==> src/rtl/apb_mport_ctrl.sv <==
// Multi-port APB3 master sequencer: one synchronised command becomes one APB transfer on a chosen port.
// Reports read data, a sticky done flag, an error code and dropped commands.
module apb_mport_ctrl #(
  parameter int NPORT   = 2,
  parameter int AW      = 8,
  parameter int DW      = 16,
  parameter int TIMEOUT = 255,
  localparam int PW     = (NPORT > 1) ? $clog2(NPORT) : 1
) (
  input  logic                apb_clk,
  input  logic                apb_rst_n,
  input  logic                cmd_en,
  input  logic                cmd_wr,
  input  logic [AW-1:0]       cmd_addr,
  input  logic [DW-1:0]       cmd_wdata,
  input  logic [PW-1:0]       cmd_port,
  output logic [NPORT-1:0]    m_psel,
  output logic [NPORT-1:0]    m_penable,
  output logic [NPORT-1:0]    m_pwrite,
  output logic [NPORT*AW-1:0] m_paddr,
  output logic [NPORT*DW-1:0] m_pwdata,
  input  logic [NPORT-1:0]    m_pready,
  input  logic [NPORT*DW-1:0] m_prdata,
  input  logic [NPORT-1:0]    m_pslverr,
  output logic                apb_busy,
  output logic                apb_done,
  output logic [1:0]          apb_err,
  output logic [DW-1:0]       apb_rd_data,
  output logic                apb_drop
);

  localparam int CW = $clog2(TIMEOUT + 1);

  typedef enum logic [1:0] {S_IDLE, S_SETUP, S_ACCESS, S_END} state_t;

  state_t state, state_nxt;

  logic          en_d1, en_d2, en_d3;
  logic          wr_s1, wr_s2;
  logic [AW-1:0] addr_s1, addr_s2;
  logic [DW-1:0] wdata_s1, wdata_s2;
  logic [PW-1:0] port_s1, port_s2;
  logic          cmd_pos;
  logic          port_bad;

  logic          wr_q;
  logic [AW-1:0] addr_q;
  logic [DW-1:0] wdata_q;
  logic [PW-1:0] port_q;
  logic [CW-1:0] cnt;
  logic [1:0]    err_q, err_nxt;

  logic          capture, cnt_clr, cnt_inc, load_rd, drop_nxt;
  logic          sel_ready, sel_err;
  logic [DW-1:0] sel_rdata;

  logic          eff_wr;
  logic [AW-1:0] eff_addr;
  logic [DW-1:0] eff_wdata;
  logic [PW-1:0] eff_port;
  logic [NPORT-1:0]    psel_nxt, penable_nxt, pwrite_nxt;
  logic [NPORT*AW-1:0] paddr_nxt;
  logic [NPORT*DW-1:0] pwdata_nxt;

  // Command fields only need two stages; the strobe gets a third for edge detection.
  always_ff @(posedge apb_clk or negedge apb_rst_n) begin
    if (!apb_rst_n) begin
      en_d1    <= 1'b0;
      en_d2    <= 1'b0;
      en_d3    <= 1'b0;
      wr_s1    <= 1'b0;
      wr_s2    <= 1'b0;
      addr_s1  <= '0;
      addr_s2  <= '0;
      wdata_s1 <= '0;
      wdata_s2 <= '0;
      port_s1  <= '0;
      port_s2  <= '0;
    end else begin
      en_d1    <= cmd_en;
      en_d2    <= en_d1;
      en_d3    <= en_d2;
      wr_s1    <= cmd_wr;
      wr_s2    <= wr_s1;
      addr_s1  <= cmd_addr;
      addr_s2  <= addr_s1;
      wdata_s1 <= cmd_wdata;
      wdata_s2 <= wdata_s1;
      port_s1  <= cmd_port;
      port_s2  <= port_s1;
    end
  end

  assign cmd_pos = en_d2 & ~en_d3;

  // An out-of-range index only exists when NPORT is not a power of two.
  generate
    if ((1 << PW) > NPORT) begin : g_port_chk
      assign port_bad = (int'(port_s2) >= NPORT);
    end else begin : g_port_ok
      assign port_bad = 1'b0;
    end
  endgenerate

  always_comb begin
    sel_ready = 1'b0;
    sel_err   = 1'b0;
    sel_rdata = '0;
    for (int k = 0; k < NPORT; k++) begin
      if (port_q == PW'(k)) begin
        sel_ready = m_pready[k];
        sel_err   = m_pslverr[k];
        sel_rdata = m_prdata[k*DW +: DW];
      end
    end
  end

  always_comb begin
    state_nxt = state;
    capture   = 1'b0;
    cnt_clr   = 1'b0;
    cnt_inc   = 1'b0;
    load_rd   = 1'b0;
    err_nxt   = err_q;
    case (state)
      S_IDLE: begin
        if (cmd_pos) begin
          capture = 1'b1;
          if (port_bad) begin
            state_nxt = S_END;
            err_nxt   = 2'd3;
          end else begin
            state_nxt = S_SETUP;
          end
        end
      end
      S_SETUP: begin
        state_nxt = S_ACCESS;
        cnt_clr   = 1'b1;
      end
      S_ACCESS: begin
        if (sel_ready) begin
          state_nxt = S_END;
          err_nxt   = {1'b0, sel_err};
          load_rd   = ~wr_q;
        end else if (cnt == CW'(TIMEOUT - 1)) begin
          state_nxt = S_END;
          err_nxt   = 2'd2;
        end else begin
          cnt_inc = 1'b1;
        end
      end
      S_END:   state_nxt = S_IDLE;
      default: state_nxt = S_IDLE;
    endcase
    drop_nxt = cmd_pos && (state != S_IDLE);
  end

  // Bus outputs are computed from the next state so they change on the same edge as the FSM.
  always_comb begin
    eff_wr      = capture ? wr_s2    : wr_q;
    eff_addr    = capture ? addr_s2  : addr_q;
    eff_wdata   = capture ? wdata_s2 : wdata_q;
    eff_port    = capture ? port_s2  : port_q;
    psel_nxt    = '0;
    penable_nxt = '0;
    pwrite_nxt  = '0;
    paddr_nxt   = '0;
    pwdata_nxt  = '0;
    if (state_nxt == S_SETUP || state_nxt == S_ACCESS) begin
      for (int k = 0; k < NPORT; k++) begin
        if (eff_port == PW'(k)) begin
          psel_nxt[k]             = 1'b1;
          penable_nxt[k]          = (state_nxt == S_ACCESS);
          pwrite_nxt[k]           = eff_wr;
          paddr_nxt[k*AW +: AW]   = eff_addr;
          pwdata_nxt[k*DW +: DW]  = eff_wdata;
        end
      end
    end
  end

  always_ff @(posedge apb_clk or negedge apb_rst_n) begin
    if (!apb_rst_n) begin
      state       <= S_IDLE;
      wr_q        <= 1'b0;
      addr_q      <= '0;
      wdata_q     <= '0;
      port_q      <= '0;
      cnt         <= '0;
      err_q       <= 2'd0;
      apb_err     <= 2'd0;
      apb_done    <= 1'b0;
      apb_rd_data <= '0;
      apb_drop    <= 1'b0;
      m_psel      <= '0;
      m_penable   <= '0;
      m_pwrite    <= '0;
      m_paddr     <= '0;
      m_pwdata    <= '0;
    end else begin
      state <= state_nxt;
      err_q <= err_nxt;
      if (capture) begin
        wr_q     <= wr_s2;
        addr_q   <= addr_s2;
        wdata_q  <= wdata_s2;
        port_q   <= port_s2;
        apb_done <= 1'b0;
      end
      if (cnt_clr) begin
        cnt <= '0;
      end else if (cnt_inc) begin
        cnt <= cnt + CW'(1);
      end
      if (load_rd) begin
        apb_rd_data <= sel_rdata;
      end
      if (state == S_END) begin
        apb_done <= 1'b1;
        apb_err  <= err_q;
      end
      apb_drop  <= drop_nxt;
      m_psel    <= psel_nxt;
      m_penable <= penable_nxt;
      m_pwrite  <= pwrite_nxt;
      m_paddr   <= paddr_nxt;
      m_pwdata  <= pwdata_nxt;
    end
  end

  assign apb_busy = (state != S_IDLE);

endmodule

==> config.mk <==
export PLATFORM = sky130hd
export DESIGN_NAME = apb_mport_ctrl
export DESIGN_NICKNAME = d
export VERILOG_FILES = /design/src/rtl/apb_mport_ctrl.sv
export SDC_FILE = /design/constraint.sdc
export NUM_CORES = 1
export LEC_CHECK = 0
export CORE_UTILIZATION = 33
export CTS_CLUSTER_SIZE = 10
export DETAILED_ROUTE_END_ITERATION = 12
export PLACE_DENSITY = 0.54
export SLEW_MARGIN = 20
export SYNTH_ARGS = -nofsm -noshare
export SYNTH_HDL_FRONTEND = slang
export SYNTH_SLANG_ARGS = --single-unit
==> constraint.sdc <==
create_clock -name apb_clk -period 3.6 [get_ports apb_clk]
set_clock_uncertainty 0.05 [all_clocks]
set_input_delay 0.9 -clock apb_clk [delete_from_list [all_inputs] [get_ports apb_clk]]
set_output_delay 0.9 -clock apb_clk [all_outputs]
set_load 0.01 [all_outputs]
# After elaboration in Yosys (flattened, before gate mapping)
# Cells that the tools add are included.
# totals
register_bits,167
latch_bits,0
ram_bits,0
rom_bits,0
in_bits,65
out_inout_bits,75
word_cells,85
mem_count,0
# op_classes
add_sub_neg,1
n_mul,0
div,0
n_lt_le_gt_ge,0
eq_ne,6
shift,0
n_mux,40
bitwise_logic,3
n_reduce_logical,8
# op_table
cell,n
$mux W16,5
$mux W8,5
$mux W32,1
$mux W1,20
$mux W2,8
$add A8 B1 Y8 const B,1
$eq A8 B8 Y1 const B,1
$pmux W2 S4,1
$reduce_bool A2 Y1,4
$eq A2 B2 Y1 const B,3
$eq A2 B1 Y1 const B,2
$logic_not A2 Y1,1
$not A1 Y1,2
$reduce_and A2 Y1,1
$and A1 B1 Y1,1
$logic_and A1 B1 Y1,1
$logic_or A1 B1 Y1,1

# Logic depth before layout (Yosys ltp)
# Gate-level depths: netlist (run 1).
# logic_depth
ltp_word,7
ltp_mapped,12
depth_no_buf,9

# Least setup slack after synthesis (run 1)
# OpenSTA, ideal clock, no wires.
# synth_path
path_type,input port to flip-flop
start,input m_pready[1]
end,register m_pwdata[15]
setup_time_ns,0.072
arrival_time_ns,2.378
required_ns,3.478
path_slack_ns,1.100
stages,10
n_path_buf,3
path_cell_list,mux2i_2 o21ai_2 buf_6 o21a_1 o22ai_1 ha_1 nand2b_1 buf_2 buf_2 nor2_1
# synth_via
elab_chain_len,6
word_cells_on_any_way,7
cone_classes,eq/ne: 2; mux: 4; reduce/logical: 1
# synth_rtl
element,line_no,text
start: declaration,22,"input logic [NPORT-1:0] m_pready,"
$mux W1 (*),110,if (port_q == PW'(k)) begin
$mux W2 (*),142,if (sel_ready) begin
$pmux W2 S4 (*),125,case (state)
$eq A2 B1 Y1 / $eq A2 B2 Y1 (equally long branches),170,if (state_nxt == S_SETUP || state_nxt == S_ACCESS) begin
$logic_or A1 B1 Y1 (*),170,
$mux W32 (*),170,
net pwdata_nxt[15],63,logic [NPORT*DW-1:0] pwdata_nxt;
end signal: assignment,228,m_pwdata <= pwdata_nxt;
end: declaration,21,"output logic [NPORT*DW-1:0] m_pwdata,"
# Mark *: on every way through the listed nets, which the timed path passes. The rest lies on a longest branch.
# A chain may end at the register's enable or synchronous reset.

# Final worst setup path (run 1)
# layout_path
start,register state[0]
end,output apb_busy
# layout_via
elab_chain_len,1
# layout_rtl
element,line_no,text
start: declaration,36,"state_t state, state_nxt;"
start signal: assignment,202,state <= state_nxt;
$reduce_bool A2 Y1,232,assign apb_busy = (state != S_IDLE);
end: declaration,25,"output logic apb_busy,"
# No other way between the ends.

==> results of run 1 <==
## metal layers
| layer | global-route usage [%] | wire [µm] |
|---|---|---|
| met1 | 17.88 | 5010 |
| met2 | 21.05 | 5325 |
| met3 | 4.344 | 677 |
| met4 | 6.322 | 191 |
| met5 | 0 | 0 |
## how the worst max path moves through the flow
stage                             endpoint  cells after the start          startpoint  slack (ns)
finish                            apb_busy                      4  state[0]$_DFF_PN0_        0.89
global route                      apb_busy                      4  state[0]$_DFF_PN0_        0.80
CTS                               apb_busy                      4  state[0]$_DFF_PN0_        0.84
detailed placement  m_pwdata[17]$_DFF_PN0_                      9         m_pready[1]        0.55
global placement     m_pwdata[7]$_DFF_PN0_                      9         m_pready[0]        0.64
floorplan           m_pwdata[15]$_DFF_PN0_                     10         m_pready[1]        1.10
## power by group
part           switching, µW  total (µW)  internal (µW)
logic                   1100        2050            941
clock network            710        1740           1030
registers                182        2540           2350
total                   2000        6320           4330
## worst max-delay path: cells and delay by family, from the launching register on
family | cells | cell delay (ns)
buf+inv | 3 | 0.69
flops | 1 | 0.41
fa+ha+maj | 1 | 0.24
## cell type report
class | instances | area (µm²)
repair buffers | 149 | 1480
well taps | 220 | 275.3
clock buffers | 18 | 439.2
multi-input cells | 185 | 1197
fillers | 1526 | 8760
flip-flops and latches | 167 | 4179
inverters | 33 | 123.9
clock inverters | 12 | 128.9
## state kept, by name, indices dropped and copies added, names as in the netlist, 2 cells and up
name	cells
apb_err	2
err_q	2
addr_s1	8
m_penable	2
state	2
m_pwrite	2
apb_rd_data	16
m_paddr	16
wdata_q	16
m_psel	2
m_pwdata	32
cnt	8
wdata_s2	16
addr_q	8
addr_s2	8
wdata_s1	16
## kinds of logic after synthesis
family,Yosys count,synth area share (%)
flip-flops,167,74.72
multiplexers,47,8.568
buffers and inverters,50,3.870
XOR/XNOR,1,0.1566
AO/OA/AOI/OAI,38,3.960
adder cells (fa/ha/maj),8,1.790
AND/OR/NAND/NOR,91,6.935
## per-stage QoR
| stage | cells | hold slack, ns | utilization, % | total power, µW |
|---|---|---|---|---|
| 2_1_floorplan | 402 | 0.2812 | - | 3688 |
| 5_1_grt | 784 | 0.2987 | 47.18 | 6743 |
| 3_5_place_dp | 754 | 0.2855 | 43.75 | 4667 |
| 6_report | 784 | 0.2965 | 47.18 | 6322 |
| 4_1_cts | 784 | 0.2992 | 47.18 | 6433 |
| 3_3_place_gp | 754 | 0.2815 | 43.75 | 4600 |
## cells in the final DEF (no fill, tap or decap), types with 4 or more instances in the layout
cell type,n
buf_4,9
o31ai_1,4
mux2_2,4
clkdlybuf4s50_1,138
mux2i_1,42
clkbuf_16,17
inv_1,33
clkinv_2,4
nor2_1,54
a21oi_1,8
nand2_1,21
ha_1,8
dfrtp_1,167
o21ai_0,19
==> summary.md, run 1 <==
| Metric | Value |
|---|---|
| Status | `complete, no violations` |
| Number of library cell types mapped by synthesis | `29` |
| Reg2reg path depth | `10` |
| CTS buffer count | `17` |
| Top cell type's share of synthesized area | `about three quarters` |
| RSZ-0062 raised after global routing | `false` |
| DRT Pass-1 Iters | `4` |
| Hold path start | `wdata_s1[8]$_DFF_PN0_` |
| DRC Markers | `0` |
| Worst reg2reg path endpoint | `m_pwdata[6]$_DFF_PN0_` |
| Clk root buf | `clkbuf_16` |
| Critical path type | `register to primary output` |
| Async SR Flop Fraction | `between 90% and 100%` |
| CP startpoint kind | `register` |
| PD cells | `808.1 nW/µm²` |
| Gate Count Post-Synth | `402` |
| Cell Area, Placed | `just over 7000 µm²` |
| Max Cap Viol | `0` |
| Area of the die | `between 15000 and 20000 µm²` |
| Worst-Margin Slew | `around 0.68 ns` |
| IO buf count | `between 100 and 150` |
| Top cells by area, synth | `dfrtp_1 75%, mux2i_1 7.5%, nor2_1 3.6%` |
| Slowest CP cell | `clkdlybuf4s50_1` |
| Pre-CTS setup slack | `between 0.5 and 0.6 ns` |
| Die H | `132.2 µm` |
| Max Slew Vio Count | `0` |
| Crit path largest cell delay | `roughly 0.53 ns` |
| # rows | `between 40 and 50` |
| Clock transition at the registers of the reported paths | `0.06 ns` |
| VDD IR max | `0.3717 mV` |
| Crit path top cell by count | `inv_1` |
| Syn_area_per_cell | `about 14 µm²` |
| Synth-to-layout area growth | `39.89%` |
| Largest net degree at the start of global routing | `75` |
| WP data arrival | `approximately 1.8 ns` |
| Crit. End Element | `primary output` |
| Final setup fails | `0` |
| Register area share after synthesis | `74.72%` |
| CP Max Fanout | `5` |
| Min cycle time layout | `about 2.7 ns` |
| Total track usage | `13.76%` |
| Flops & latches, synth | `about 170` |
| Max Clk Rate | `0.3689 GHz` |
| Hold buffer count at CTS | `0` |
| CTS sink cnt | `between 150 and 200` |
| Post-cts sizing count | `0` |
| Drt first-iter violations | `around 110` |
| Core Region | `roughly 17000 µm²` |
| Leak | `0.003759 µW` |
| WL per Instance | `approximately 14 µm` |
| H-tree depth | `4` |
| Mapped Nets | `approximately 480` |
| Hold Path Sink | `wdata_s2[8]$_DFF_PN0_` |
| Cell area after synthesis | `about 5600 µm²` |
| Max clock buf depth | `2` |
| DIE WIDTH | `approximately 130 µm` |
| Hold path depth | `0` |
| First-pass GRT wire length | `~18 mm` |
| Count leader, synth | `dfrtp_1` |
| DP HPWL | `about 7.6 mm` |
| Cell area after layout | `slightly below 8000 µm²` |
| Number of global-route vias before repair | `around 3500` |
| Antenna diodes | `0` |
| Dominant synthesized flop cell | `dfrtp_1` |
| # Post-CTS Setup Buffers | `0` |
| Final #Nets | `roughly 630` |
| Max-slew headroom | `between 50% and 60%` |
| Routed WL | `around 11 mm` |
| Worst hold path class | `register to register` |
| Number of synthesized flops with an enable pin | `0` |
| Final WS setup | `slightly below 0.9 ns` |
| Share of layout cells above drive strength 1 | `between 8 and 9%` |
| WP data required | `roughly 2.7 ns` |
| Synth area leader | `dfrtp_1` |
| Synth cell count leaders | `167 x dfrtp_1, 54 x nor2_1, 42 x mux2i_1` |
| R2R Setup Slk | `1.17 ns` |
| Critical path, cell by cell | `inv_1, ha_1, inv_1, clkdlybuf4s50_1` |
| CTS tree | `done` |
| Initial Util | `33.73%` |
| Vias per cell | `about 4.3` |
| Via count | `between 3000 and 4000` |
| Hold Fails Final Rpt | `0` |
| Worst-Skew Late Latency | `around 0.42 ns` |
| Global route overflow | `0` |
| Worst flop-to-flop path startpoint | `cnt[0]$_DFFE_PN0P_` |
| Ys Warns | `0` |
| GP Congestion | `0.7431` |
| Initial antenna violation count | `0` |
| Final period utilization | `75.30%` |
| Io pins | `140` |
| Antenna-violating nets left | `0` |
| Setup_tns | `0 ns` |
No activity file was read; power rests on OpenSTA's default activity.
==> inputs of run 2 (changes only) <==
==> constraint.sdc (replaced) <==
create_clock -name apb_clk -period 2.55 [get_ports apb_clk]
set_clock_uncertainty 0.05 [all_clocks]
set_input_delay 0.6375 -clock apb_clk [delete_from_list [all_inputs] [get_ports apb_clk]]
set_output_delay 0.6375 -clock apb_clk [all_outputs]
set_load 0.01 [all_outputs]
==> summary.md, run 2 (synthesis gave the netlist of run 1 again) <==
| Metric | Value |
|---|---|
| Hold buffer count at CTS | `0` |
| Flop pwr share | `roughly two fifths` |
| DIE WIDTH | `about 130 µm` |
| Cell area after layout | `7893 µm²` |
| Final period utilization | `94.69%` |
| Vias per cell | `~4.3` |
| # Post-CTS Setup Buffers | `0` |
| Gate power share | `32.4%` |
| Total track usage | `~14%` |
| DP HPWL | `7.926 mm` |
| Worst setup path start | `state[0]$_DFF_PN0_` |
| Worst reg2reg path endpoint | `m_pwdata[17]$_DFF_PN0_` |
| Initial antenna violation count | `0` |
| Number of global-route vias before repair | `around 3600` |
| WL per Instance | `approximately 14 µm` |
| CP startpoint kind | `register` |
| Crit. End Element | `primary output` |
| Max-slew headroom | `61.94%` |
| Antenna-violating nets left | `0` |
| Setup_tns | `0 ns` |
| Die H | `~130 µm` |
| Multi-input gate area | `~1200 µm²` |
| Max Slew Vio Count | `0` |
| Switching power | `2809 µW` |
| CP Max Fanout | `5` |
| Switching share of power | `between 30% and 40%` |
| VDD IR max | `slightly below 0.5 mV` |
| DRC Markers | `0` |
| Cell Area, Placed | `approximately 7300 µm²` |
| Antenna diodes | `0` |
| Area of the die | `17470 µm²` |
| Reg2reg path depth | `10` |
| Clk root buf | `clkbuf_16` |
| Leak | `0.003792 µW` |
| GP Congestion | `~0.78` |
| WP data arrival | `1.73 ns` |
| Final setup fails | `0` |
| Largest net degree at the start of global routing | `63` |
| First-pass GRT wire length | `roughly 19 mm` |
| Global route overflow | `0` |
| IO buf count | `about 140` |
| Status | `complete, no violations` |
| Most common cell after layout, fill and taps aside | `dfrtp_1` |
| Final #Nets | `630` |
| Worst-Margin Slew | `0.5710 ns` |
| Critical path type | `register to primary output` |
| Worst flop-to-flop path startpoint | `cnt[0]$_DFFE_PN0P_` |
| Io pins | `140` |
| Max clock buf depth | `2` |
| Most frequent cells in the layout | `166 x dfrtp_1, 138 x clkdlybuf4s50_1, 54 x nor2_1` |
| Top reg by flops | `m_pwdata` |
| Post-cts sizing count | `0` |
| Max Clk Rate | `0.4141 GHz` |
| Fillers | `roughly 1500` |
| Internal Power | `about 6200 µW` |
| DRT Pass-1 Iters | `4` |
| Initial Util | `33.73%` |
| WP data required | `1.86 ns` |
| Via count | `3390` |
| CTS sink cnt | `approximately 170` |
| Core Region | `between 15000 and 20000 µm²` |
| Synth-to-layout area growth | `41.12%` |
| Routed WL | `11.36 mm` |
| CTS buffer count | `17` |
| Drt first-iter violations | `132` |
| Clock power share | `~28%` |
| RSZ-0062 raised after global routing | `false` |
| Worst Setup EP | `apb_busy` |
| R2R Setup Slk | `around 0.37 ns` |
| # rows | `between 40 and 50` |
| Share of layout cells above drive strength 1 | `a little under a tenth` |
| CTS tree | `done` |
| Register area | `around 4200 µm²` |
| PD cells | `about 1100 nW/µm²` |
| Clock transition at the registers of the reported paths | `0.06 ns` |
| Max reg flops | `32` |
| Max Cap Viol | `0` |
| H-tree depth | `4` |
| Worst-Skew Late Latency | `about 0.42 ns` |
| Worst hold path class | `input pin to asynchronous set/reset pin` |
| Hold Fails Final Rpt | `0` |
| Min cycle time layout | `2.415 ns` |
[run 2: cell count changes in the layout (fill, tap and decap cells not counted), sizes merged]
cell | before | now
buf | 11 | 15
clkbuf | 18 | 20
clkinv | 5 | 4
[run 2: cell type report]
| type | count | area share (%) |
|---|---|---|
| clock buffers | 20 | 5.786 |
| clock inverters | 11 | 1.569 |
| inverters | 33 | 1.569 |
| multi-input cells | 185 | 15.17 |
| flip-flops and latches | 167 | 52.96 |
| well taps | 220 | 3.488 |
| repair buffers | 153 | 19.45 |
[run 2: how the worst min path moves through the flow]
stage                            endpoint  slack (ns)  cells past startpoint
floorplan            addr_s2[0]$_DFF_PN0_        0.28                      0
global placement    wdata_s2[4]$_DFF_PN0_        0.28                      0
detailed placement  wdata_s2[0]$_DFF_PN0_        0.29                      0
CTS                  addr_s1[5]$_DFF_PN0_        0.17                      1
global route         addr_s1[5]$_DFF_PN0_        0.18                      1
finish               addr_s2[5]$_DFF_PN0_        0.14                      1
[run 2: power by group through the flow]
stage               Sequential (µW)  Combinational [µW]  Clock [µW]
finish                         3590                2920        2500
floorplan                      3730                1470           0
global placement               3630                2920           0
detailed placement             3640                2990           0
global route                   3660                3290        2690
CTS                            3600                3000        2570
[run 2: worst max-delay path: stages (launching register included)]
cell	delay [ns]
dfrtp_2	0.40
inv_1	0.09
ha_1	0.24
inv_1	0.06
clkdlybuf4s50_1	0.53
[run 2: layer usage]
layer | track usage [%] | vias to the layer above | share of wire (%)
met2 | 22.05 | 109 | 47
met5 | 0 | - | 0
met4 | 6.769 | 0 | 1.9
met1 | 18.40 | 1660 | 45
met3 | 3.768 | 13 | 5.3
li1 | - | 1608 | -
[run 2: through the flow]
stage	util (%)	setup slack, ns	hold slack (ns)	std cells	total power (µW)
final	47.59	0.1353	0.1420	789	9013
after global routing	47.59	0.05594	0.1812	789	9640
after CTS	47.59	0.06293	0.1656	789	9170
after detailed placement	44.08	-0.09309	0.2863	758	6635
after global placement	44.08	-0.07343	0.2813	758	6553
after floorplan	-	0.3124	0.2812	402	5206
==> inputs of run 3 (changes only) <==
--- a/config.mk
+++ b/config.mk
@@ -9,6 +9,7 @@
 export CTS_CLUSTER_SIZE = 10
 export DETAILED_ROUTE_END_ITERATION = 12
 export PLACE_DENSITY = 0.54
+export SKIP_LAST_GASP = 1
 export SLEW_MARGIN = 20
 export SYNTH_ARGS = -nofsm -noshare
 export SYNTH_HDL_FRONTEND = slang
==> results of run 3 <==
The final DEF is identical to that of run 2; final timing and power are the same.
